--- src/rtl/mlp_seq_engine_pkg.sv ---
// Shared types and sizing helpers for the sequenced two-layer perceptron.
// Contents: FSM state enum, hidden/output accumulator widths, index widths,
// and the base address of the layer-2 weights in the flat weight file.
package mlp_pkg;

   typedef enum logic [1:0] {
      S_IDLE = 2'd0,
      S_L1   = 2'd1,
      S_L2   = 2'd2,
      S_DONE = 2'd3
   } state_e;

   // Hidden accumulator width: product width plus growth over N_IN terms.
   function automatic int unsigned hid_w(input int unsigned iw, input int unsigned ww,
                                         input int unsigned n_in);
      return iw + ww + $clog2(n_in);
   endfunction

   // Output accumulator width: hidden width times weight, grown over N_HID terms.
   function automatic int unsigned out_w(input int unsigned iw, input int unsigned ww,
                                         input int unsigned n_in, input int unsigned n_hid);
      return hid_w(iw, ww, n_in) + ww + $clog2(n_hid);
   endfunction

   // First layer-2 weight address; layer-1 weights occupy [0, base).
   function automatic int unsigned l2_base(input int unsigned n_in, input int unsigned n_hid);
      return n_in * n_hid;
   endfunction

   // Index width that never collapses to zero bits.
   function automatic int unsigned idx_w(input int unsigned n);
      return (n <= 1) ? 1 : $clog2(n);
   endfunction

endpackage

--- src/rtl/mlp_seq_engine_if.sv ---
// Handshake and weight-write bus of mlp_seq_engine.
// master: feature source / weight loader / result consumer side.
// slave : engine side.
//   x, in_valid -> / in_ready <-      input vector handshake
//   y, out_valid <- / out_ready ->    result handshake
//   wr_en, wr_addr, wr_data ->        weight write port
//   wr_err <-                         dropped-write pulse
interface mlp_seq_engine_if #(
   parameter int unsigned N_IN  = 4,
   parameter int unsigned N_HID = 4,
   parameter int unsigned N_OUT = 2,
   parameter int unsigned IW    = 7,
   parameter int unsigned WW    = 5
) ();

   localparam int unsigned OW = mlp_pkg::out_w(IW, WW, N_IN, N_HID);
   localparam int unsigned NW = N_IN * N_HID + N_HID * N_OUT;
   localparam int unsigned AW = $clog2(NW);

   logic [N_IN*IW-1:0]  x;
   logic                in_valid;
   logic                in_ready;
   logic [N_OUT*OW-1:0] y;
   logic                out_valid;
   logic                out_ready;
   logic                wr_en;
   logic [AW-1:0]       wr_addr;
   logic [WW-1:0]       wr_data;
   logic                wr_err;

   modport master (
      output x, in_valid, out_ready, wr_en, wr_addr, wr_data,
      input  in_ready, y, out_valid, wr_err
   );

   modport slave (
      input  x, in_valid, out_ready, wr_en, wr_addr, wr_data,
      output in_ready, y, out_valid, wr_err
   );

endinterface

--- src/rtl/mlp_seq_engine_mac_lane.sv ---
// Signed multiply-accumulate lane.
// Ports: clk, rst (async, active-high), clr (zero accumulator), en (accumulate
// a*b), a/b signed operands, acc_nxt_c = value the accumulator takes at the
// next edge. With clr=en=0 it equals the stored accumulator, so it doubles as
// the read port.
module mlp_mac_lane #(
   parameter int unsigned AW   = 7,
   parameter int unsigned BW   = 5,
   parameter int unsigned ACCW = 14
) (
   input  logic                   clk,
   input  logic                   rst,
   input  logic                   clr,
   input  logic                   en,
   input  logic signed [AW-1:0]   a,
   input  logic signed [BW-1:0]   b,
   output logic signed [ACCW-1:0] acc_nxt_c
);

   localparam int unsigned PW = AW + BW;

   logic signed [PW-1:0]   prod_c;
   logic signed [ACCW-1:0] acc_q;

   assign prod_c = PW'(a) * PW'(b);

   // Next accumulator value; clear has priority over accumulate.
   always_comb begin
      acc_nxt_c = acc_q;
      if (clr)
         acc_nxt_c = '0;
      else if (en)
         acc_nxt_c = acc_q + ACCW'(prod_c);
   end

   always_ff @(posedge clk or posedge rst) begin
      if (rst)
         acc_q <= '0;
      else
         acc_q <= acc_nxt_c;
   end

endmodule

--- src/rtl/mlp_seq_engine.sv ---
// Time-multiplexed two-layer perceptron: dense N_IN->N_HID, optional ReLU,
// dense N_HID->N_OUT, with runtime-loadable weights.
// Ports: clk, rst (async, active-high), bus (mlp_seq_engine_if.slave) carrying
// the input handshake (x/in_valid/in_ready), the result handshake
// (y/out_valid/out_ready) and the weight write port (wr_en/wr_addr/wr_data,
// wr_err).
module mlp_seq_engine
   import mlp_pkg::*;
#(
   parameter int unsigned N_IN    = 4,
   parameter int unsigned N_HID   = 4,
   parameter int unsigned N_OUT   = 2,
   parameter int unsigned IW      = 7,
   parameter int unsigned WW      = 5,
   parameter bit          RELU_EN = 1'b1
) (
   input  logic             clk,
   input  logic             rst,
   mlp_seq_engine_if.slave  bus
);

   localparam int unsigned HW  = hid_w(IW, WW, N_IN);
   localparam int unsigned OW  = out_w(IW, WW, N_IN, N_HID);
   localparam int unsigned NW  = N_IN * N_HID + N_HID * N_OUT;
   localparam int unsigned AW  = $clog2(NW);
   localparam int unsigned L2B = l2_base(N_IN, N_HID);
   localparam int unsigned CW  = idx_w((N_IN > N_HID) ? N_IN : N_HID);
   localparam int unsigned XIW = idx_w(N_IN);
   localparam int unsigned HIW = idx_w(N_HID);
   localparam int unsigned WIW = idx_w(NW);

   state_e                 state_q, state_d;
   logic [CW-1:0]          cnt_q, cnt_d;
   logic                   x_ld, acc_clr, l1_en, l2_en, y_ld;

   logic signed [IW-1:0]   x_q [N_IN];
   logic signed [WW-1:0]   w_q [NW];
   logic signed [HW-1:0]   acc1_c [N_HID];
   logic signed [OW-1:0]   acc2_c [N_OUT];
   logic signed [IW-1:0]   x_cur_c;
   logic signed [HW-1:0]   h_cur_c, h_act_c;

   logic [N_OUT*OW-1:0]    y_q;
   logic                   in_ready_q, out_valid_q, wr_err_q;
   logic                   wr_hit_c;

   // In-range write; out-of-range addresses never raise wr_err.
   assign wr_hit_c = bus.wr_en && ({1'b0, bus.wr_addr} < (AW+1)'(NW));

   assign x_cur_c = x_q[XIW'(cnt_q)];
   assign h_cur_c = acc1_c[HIW'(cnt_q)];
   assign h_act_c = (RELU_EN && h_cur_c[HW-1]) ? '0 : h_cur_c;

   // State and counter register.
   always_ff @(posedge clk or posedge rst) begin
      if (rst) begin
         state_q <= S_IDLE;
         cnt_q   <= '0;
      end else begin
         state_q <= state_d;
         cnt_q   <= cnt_d;
      end
   end

   // Next-state and datapath control.
   always_comb begin
      state_d = state_q;
      cnt_d   = cnt_q;
      x_ld    = 1'b0;
      acc_clr = 1'b0;
      l1_en   = 1'b0;
      l2_en   = 1'b0;
      y_ld    = 1'b0;
      case (state_q)
         S_IDLE: begin
            if (bus.in_valid) begin
               x_ld    = 1'b1;
               acc_clr = 1'b1;
               cnt_d   = '0;
               state_d = S_L1;
            end
         end
         S_L1: begin
            l1_en = 1'b1;
            if (cnt_q == CW'(N_IN - 1)) begin
               cnt_d   = '0;
               state_d = S_L2;
            end else begin
               cnt_d = cnt_q + CW'(1);
            end
         end
         S_L2: begin
            l2_en = 1'b1;
            if (cnt_q == CW'(N_HID - 1)) begin
               y_ld    = 1'b1;
               cnt_d   = '0;
               state_d = S_DONE;
            end else begin
               cnt_d = cnt_q + CW'(1);
            end
         end
         S_DONE: begin
            if (bus.out_ready)
               state_d = S_IDLE;
         end
         default: state_d = S_IDLE;
      endcase
   end

   // Layer 1: lane j accumulates x[cnt] * w1[cnt][j].
   for (genvar j = 0; j < N_HID; j++) begin : g_l1
      logic [WIW-1:0] w_idx_c;
      assign w_idx_c = WIW'(cnt_q) * WIW'(N_HID) + WIW'(j);
      mlp_mac_lane #(.AW(IW), .BW(WW), .ACCW(HW)) u_lane (
         .clk       (clk),
         .rst       (rst),
         .clr       (acc_clr),
         .en        (l1_en),
         .a         (x_cur_c),
         .b         (w_q[w_idx_c]),
         .acc_nxt_c (acc1_c[j])
      );
   end

   // Layer 2: lane o accumulates act(h[cnt]) * w2[cnt][o].
   for (genvar o = 0; o < N_OUT; o++) begin : g_l2
      logic [WIW-1:0] w_idx_c;
      assign w_idx_c = WIW'(L2B) + WIW'(cnt_q) * WIW'(N_OUT) + WIW'(o);
      mlp_mac_lane #(.AW(HW), .BW(WW), .ACCW(OW)) u_lane (
         .clk       (clk),
         .rst       (rst),
         .clr       (acc_clr),
         .en        (l2_en),
         .a         (h_act_c),
         .b         (w_q[w_idx_c]),
         .acc_nxt_c (acc2_c[o])
      );
   end

   // Weight file: writable only while idle.
   always_ff @(posedge clk or posedge rst) begin
      if (rst) begin
         for (int i = 0; i < NW; i++)
            w_q[i] <= '0;
      end else if (state_q == S_IDLE && wr_hit_c) begin
         w_q[WIW'(bus.wr_addr)] <= bus.wr_data;
      end
   end

   // Input latch, result register and registered handshake outputs.
   always_ff @(posedge clk or posedge rst) begin
      if (rst) begin
         for (int i = 0; i < N_IN; i++)
            x_q[i] <= '0;
         y_q         <= '0;
         in_ready_q  <= 1'b1;
         out_valid_q <= 1'b0;
         wr_err_q    <= 1'b0;
      end else begin
         if (x_ld) begin
            for (int i = 0; i < N_IN; i++)
               x_q[i] <= bus.x[i*IW +: IW];
         end
         // acc2_c already includes the last product on the final L2 cycle.
         if (y_ld) begin
            for (int o = 0; o < N_OUT; o++)
               y_q[o*OW +: OW] <= acc2_c[o];
         end
         in_ready_q  <= (state_d == S_IDLE);
         out_valid_q <= (state_d == S_DONE);
         wr_err_q    <= wr_hit_c && (state_q != S_IDLE);
      end
   end

   assign bus.in_ready  = in_ready_q;
   assign bus.out_valid = out_valid_q;
   assign bus.y         = y_q;
   assign bus.wr_err    = wr_err_q;

endmodule
--- src/flat_wrapper.sv ---
// flat-port wrapper written by rule: the top's interface ports become plain ports
module mlp_seq_engine_flat import mlp_pkg::*;
#(
   parameter int unsigned N_IN    = 4,
   parameter int unsigned N_HID   = 4,
   parameter int unsigned N_OUT   = 2,
   parameter int unsigned IW      = 7,
   parameter int unsigned WW      = 5,
   parameter bit          RELU_EN = 1'b1
)
  (clk, rst, bus_x, bus_in_valid, bus_out_ready, bus_wr_en, bus_wr_addr, bus_wr_data, bus_in_ready, bus_y, bus_out_valid, bus_wr_err);
  mlp_seq_engine_if #(.N_IN(N_IN), .N_HID(N_HID), .N_OUT(N_OUT), .IW(IW), .WW(WW)) bus_i ();
  input  logic clk;
  input  logic rst;
  input wire logic [$bits(bus_i.x)-1:0] bus_x;
  input wire logic [$bits(bus_i.in_valid)-1:0] bus_in_valid;
  input wire logic [$bits(bus_i.out_ready)-1:0] bus_out_ready;
  input wire logic [$bits(bus_i.wr_en)-1:0] bus_wr_en;
  input wire logic [$bits(bus_i.wr_addr)-1:0] bus_wr_addr;
  input wire logic [$bits(bus_i.wr_data)-1:0] bus_wr_data;
  output wire logic [$bits(bus_i.in_ready)-1:0] bus_in_ready;
  output wire logic [$bits(bus_i.y)-1:0] bus_y;
  output wire logic [$bits(bus_i.out_valid)-1:0] bus_out_valid;
  output wire logic [$bits(bus_i.wr_err)-1:0] bus_wr_err;
  assign bus_i.x = bus_x;
  assign bus_i.in_valid = bus_in_valid;
  assign bus_i.out_ready = bus_out_ready;
  assign bus_i.wr_en = bus_wr_en;
  assign bus_i.wr_addr = bus_wr_addr;
  assign bus_i.wr_data = bus_wr_data;
  assign bus_in_ready = bus_i.in_ready;
  assign bus_y = bus_i.y;
  assign bus_out_valid = bus_i.out_valid;
  assign bus_wr_err = bus_i.wr_err;
  mlp_seq_engine #(.N_IN(N_IN), .N_HID(N_HID), .N_OUT(N_OUT), .IW(IW), .WW(WW), .RELU_EN(RELU_EN)) u_core (.clk(clk), .rst(rst), .bus(bus_i));
endmodule
--- config.mk ---
export PLATFORM = sky130hd
export DESIGN_NAME = mlp_seq_engine_flat
export DESIGN_NICKNAME = d
export VERILOG_FILES = /design/src/rtl/mlp_seq_engine_pkg.sv /design/src/rtl/mlp_seq_engine_if.sv /design/src/rtl/mlp_seq_engine_mac_lane.sv /design/src/rtl/mlp_seq_engine.sv /design/src/flat_wrapper.sv
export SDC_FILE = /design/constraint.sdc
export NUM_CORES = 2
export LEC_CHECK = 0
export ABC_AREA = 0
export ABC_CLOCK_PERIOD_IN_PS = 10460
export CAP_MARGIN = 10
export CELL_PAD_IN_SITES_DETAIL_PLACEMENT = 0
export CELL_PAD_IN_SITES_GLOBAL_PLACEMENT = 1
export CORE_UTILIZATION = 46
export DETAILED_ROUTE_END_ITERATION = 12
export PLACE_DENSITY = 0.9
export SYNTH_ARGS = -nofsm -noshare
export SYNTH_HDL_FRONTEND = slang
export SYNTH_SLANG_ARGS = --single-unit
--- constraint.sdc ---
create_clock -name clk -period 10.46 [get_ports clk]
set_input_delay 2.615 -clock clk [delete_from_list [all_inputs] [get_ports clk]]
set_output_delay 2.615 -clock clk [all_outputs]
set_load 0.01 [all_outputs]
==> impl_metrics.env <==
export IMPL_path_clk_slew_ps=70
export IMPL_crit_path_frequent_cell="fa_1"
export IMPL_area_delta_synth_final_pct=14.8
export IMPL_cts_root_buf="clkbuf_16"
export IMPL_clkLatencyLatePin_ps=590
export IMPL_r2r_setup_slack_ps=280
export IMPL_slew_headroom=0.283
export IMPL_setup_ws_ps=283
export IMPL_wl_mm=66.5
export IMPL_min_path_type="flip-flop to flip-flop"
export IMPL_worstMarginPinSlew_ps=1070
export IMPL_grt_pass1_vias=19400
export IMPL_dr_total_vias=18300
export IMPL_synthArstFlopShare=1.00
export IMPL_slowest_stage="mux4_2"
export IMPL_overflow=0
export IMPL_syn_inst=2330
export IMPL_ys_warn_count=0
export IMPL_synth_fp_nets=2851
export IMPL_chipWidth_um=237
export IMPL_num_rows=85
export IMPL_cp_data_required_time_ps=10950
export IMPL_finalCriticalPeriod_ps=10180
export IMPL_final_common_cell="dfrtp_1"
export IMPL_drt_iter0_markers=1142
export IMPL_clkSinkCount=295
export IMPL_synth_seq_cells=295
export IMPL_die_h_um=237
export IMPL_p_leak_nw=14.8
export IMPL_synth_edf_count=0
export IMPL_syn_avg_cell_area_sq_um=10.9
export IMPL_synth_top_area_cell="dfrtp_1"
export IMPL_grt_max_degree=186
export IMPL_crit_path_end_kind="flip-flop"
export IMPL_layout_cells_non_filler=3209
export IMPL_ant_nets=0
export IMPL_dieArea_sq_um=55900
export IMPL_crit_arrival_ps=10660
export IMPL_hold_viol=0
export IMPL_slowest_delay_ps=670
export IMPL_cts_htree_levels=2
export IMPL_dp_cells=3124
export IMPL_finalCritPeriodShare=0.973
export IMPL_initial_core_util=0.467
export IMPL_skew_ps=34.2
export IMPL_crit_path_start_kind="flip-flop"
export IMPL_core_area_sq_um=54100
export IMPL_ios=88
export IMPL_powerDensity_nw_per_um2=346
export IMPL_grt_total_usage=0.242
export IMPL_cts_tree="done"
export IMPL_syn_area_sq_um=25300
export IMPL_ys_types=71
export IMPL_final_max_slew_viol_count=0
export IMPL_antenna_found_initial=0
export IMPL_cp_max_fo=11
export IMPL_synthTopCellsByArea="dfrtp_1 29%, fa_1 20%, ha_1 11%"
export IMPL_nets=3011
export IMPL_drive_above_1_share=0.174
export IMPL_critPathKind="flip-flop to flip-flop"
export IMPL_status="finished, final reports clean"
export IMPL_portBuffers=87
export IMPL_seq_area_frac_synth=0.292
export IMPL_place_ws_ps=-70.2
export IMPL_ir_drop_mv=0.209
export IMPL_ys_flop_type="dfrtp_1"
export IMPL_setup_viol=0
export IMPL_synth_top_area_frac=0.291
export IMPL_post_drt_via_cell_ratio=5.71
export IMPL_post_drt_wl_per_cell_um=20.7
export IMPL_dp_hpwl_mm=49.8
export IMPL_clock_path_buffers=3
export IMPL_drt_pass1_iterations=5
export IMPL_fmax_mhz=98.3
export IMPL_postCtsHoldBufs=0
export IMPL_final_cell_mix="292 x dfrtp_1, 252 x fa_1, 239 x nor2_1"
export IMPL_grt_pass1_wl_mm=107
export IMPL_diodes=0
export IMPL_max_cap_violations=0
export IMPL_place_gp_congestion=0.901
export IMPL_drcViolationCount=0
export IMPL_cts_buffers=36
==> sequential cells by signal (all words and copies together) (netlist names) <==
signal,cells
u_core.bus.in_ready,1
u_core.bus.out_valid,1
u_core.bus.wr_err,1
u_core.bus.y,42
u_core.cnt_q,2
u_core.g_l1.u_lane.acc_q,56
u_core.g_l2.u_lane.acc_q,42
u_core.state_q,2
u_core.w_q,120
u_core.x_q,28
==> what timing repair did <==
action | CTS | global route
setup endpoints to repair | 8 | 34
hold endpoints to repair | 0 | 0
buffers inserted | 1 | 22
gates cloned | 0 | 1
gates resized for setup | 1 | 41
pin swaps | 0 | 15
==> where the power goes <==
group          total, W  switching (W)  internal (W)  leakage, nW
Sequential      0.00175       0.000249       0.00150         3.93
Clock           0.00124       0.000546      0.000693        0.561
Combinational   0.00707        0.00402       0.00305         10.3
Total            0.0101        0.00482       0.00523         14.8
==> metrics by stage <==
step	hold WS [ps]	instance area, sq um	utilization	power [W]	TNS [ps]
3_3_place_gp	461	27500	0.509	0.00834	0
4_1_cts	478	28700	0.531	0.00990	0
5_1_grt	492	29100	0.537	0.0109	-600
6_report	475	29100	0.537	0.0101	0
2_1_floorplan	440	25300	-	0.00642	0
3_5_place_dp	466	27500	0.509	0.00853	-175
==> Yosys cell counts (14+ instances only) <==
master / number
clkbuf_1: 77
mux2_2: 134
a21oi_1: 49
o31ai_1: 15
o21bai_1: 16
o21a_1: 19
nor2_1: 240
xnor2_1: 56
mux4_2: 38
nor3_1: 26
xor2_1: 18
o21ai_0: 39
ha_1: 222
fa_1: 256
and2_1: 99
nand3_1: 14
nand2_1: 212
dfrtp_1: 294
a22o_1: 26
mux2i_1: 69
inv_1: 186
a21o_1: 22
==> critical path: cells and delay by family, from the launching register on <==
kind / cells / cell delay, ps
fa+ha+maj: 10 / 4580
flops: 1 / 430
compound gates: 9 / 2200
simple gates: 5 / 810
mux: 3 / 1290
xor+xnor: 1 / 160
buf+inv: 5 / 600
==> layer usage <==
| metal | GRT usage | wire length [um] | vias to the layer above |
|---|---|---|---|
| met4 | 0.0697 | 1910 | 0 |
| met1 | 0.322 | 28400 | 9501 |
| li1 | - | - | 8200 |
| met2 | 0.416 | 32800 | 518 |
| met5 | 0 | 0 | - |
| met3 | 0.0315 | 3390 | 114 |
==> final timing paths <==
kind                                  start                              end  cells after the start
min reg2reg                u_core.bus.y[33]                 u_core.bus.y[33]                      2
min                        u_core.bus.y[33]                 u_core.bus.y[33]                      2
min in group asynchronous               rst                   u_core.w_q[16]                      2
max in group asynchronous               rst                  u_core.cnt_q[1]                      3
max                         u_core.cnt_q[0]  u_core.g_l2[1].u_lane.acc_q[14]                     33
max reg2reg                 u_core.cnt_q[0]  u_core.g_l2[1].u_lane.acc_q[14]                     33
==> cell type report <==
type                            instances  area, sq um
Sequential cell                       295         7390
Clock inverter                         16          196
Multi-Input combinational cell       1750        17000
Timing Repair Buffer                  221         1980
Tap cell                              696          871
Inverter                              186          702
Fill cell                            4531        25100
Clock buffer                           45          965
==> logic make-up (layout without fill, tap and decap cells) <==
group | after synthesis | count (layout) | synth area share
AOI/OAI and AO/OA | 285 | 285 | 0.0803
xor gates and xnor gates | 74 | 74 | 0.0256
adders and majority gates | 478 | 478 | 0.312
buffers and inverters | 286 | 468 | 0.0444
DFF | 295 | 295 | 0.292
muxes | 241 | 242 | 0.121
and+or+nand+nor | 671 | 671 | 0.125
Power figures use the tool's default switching activity.
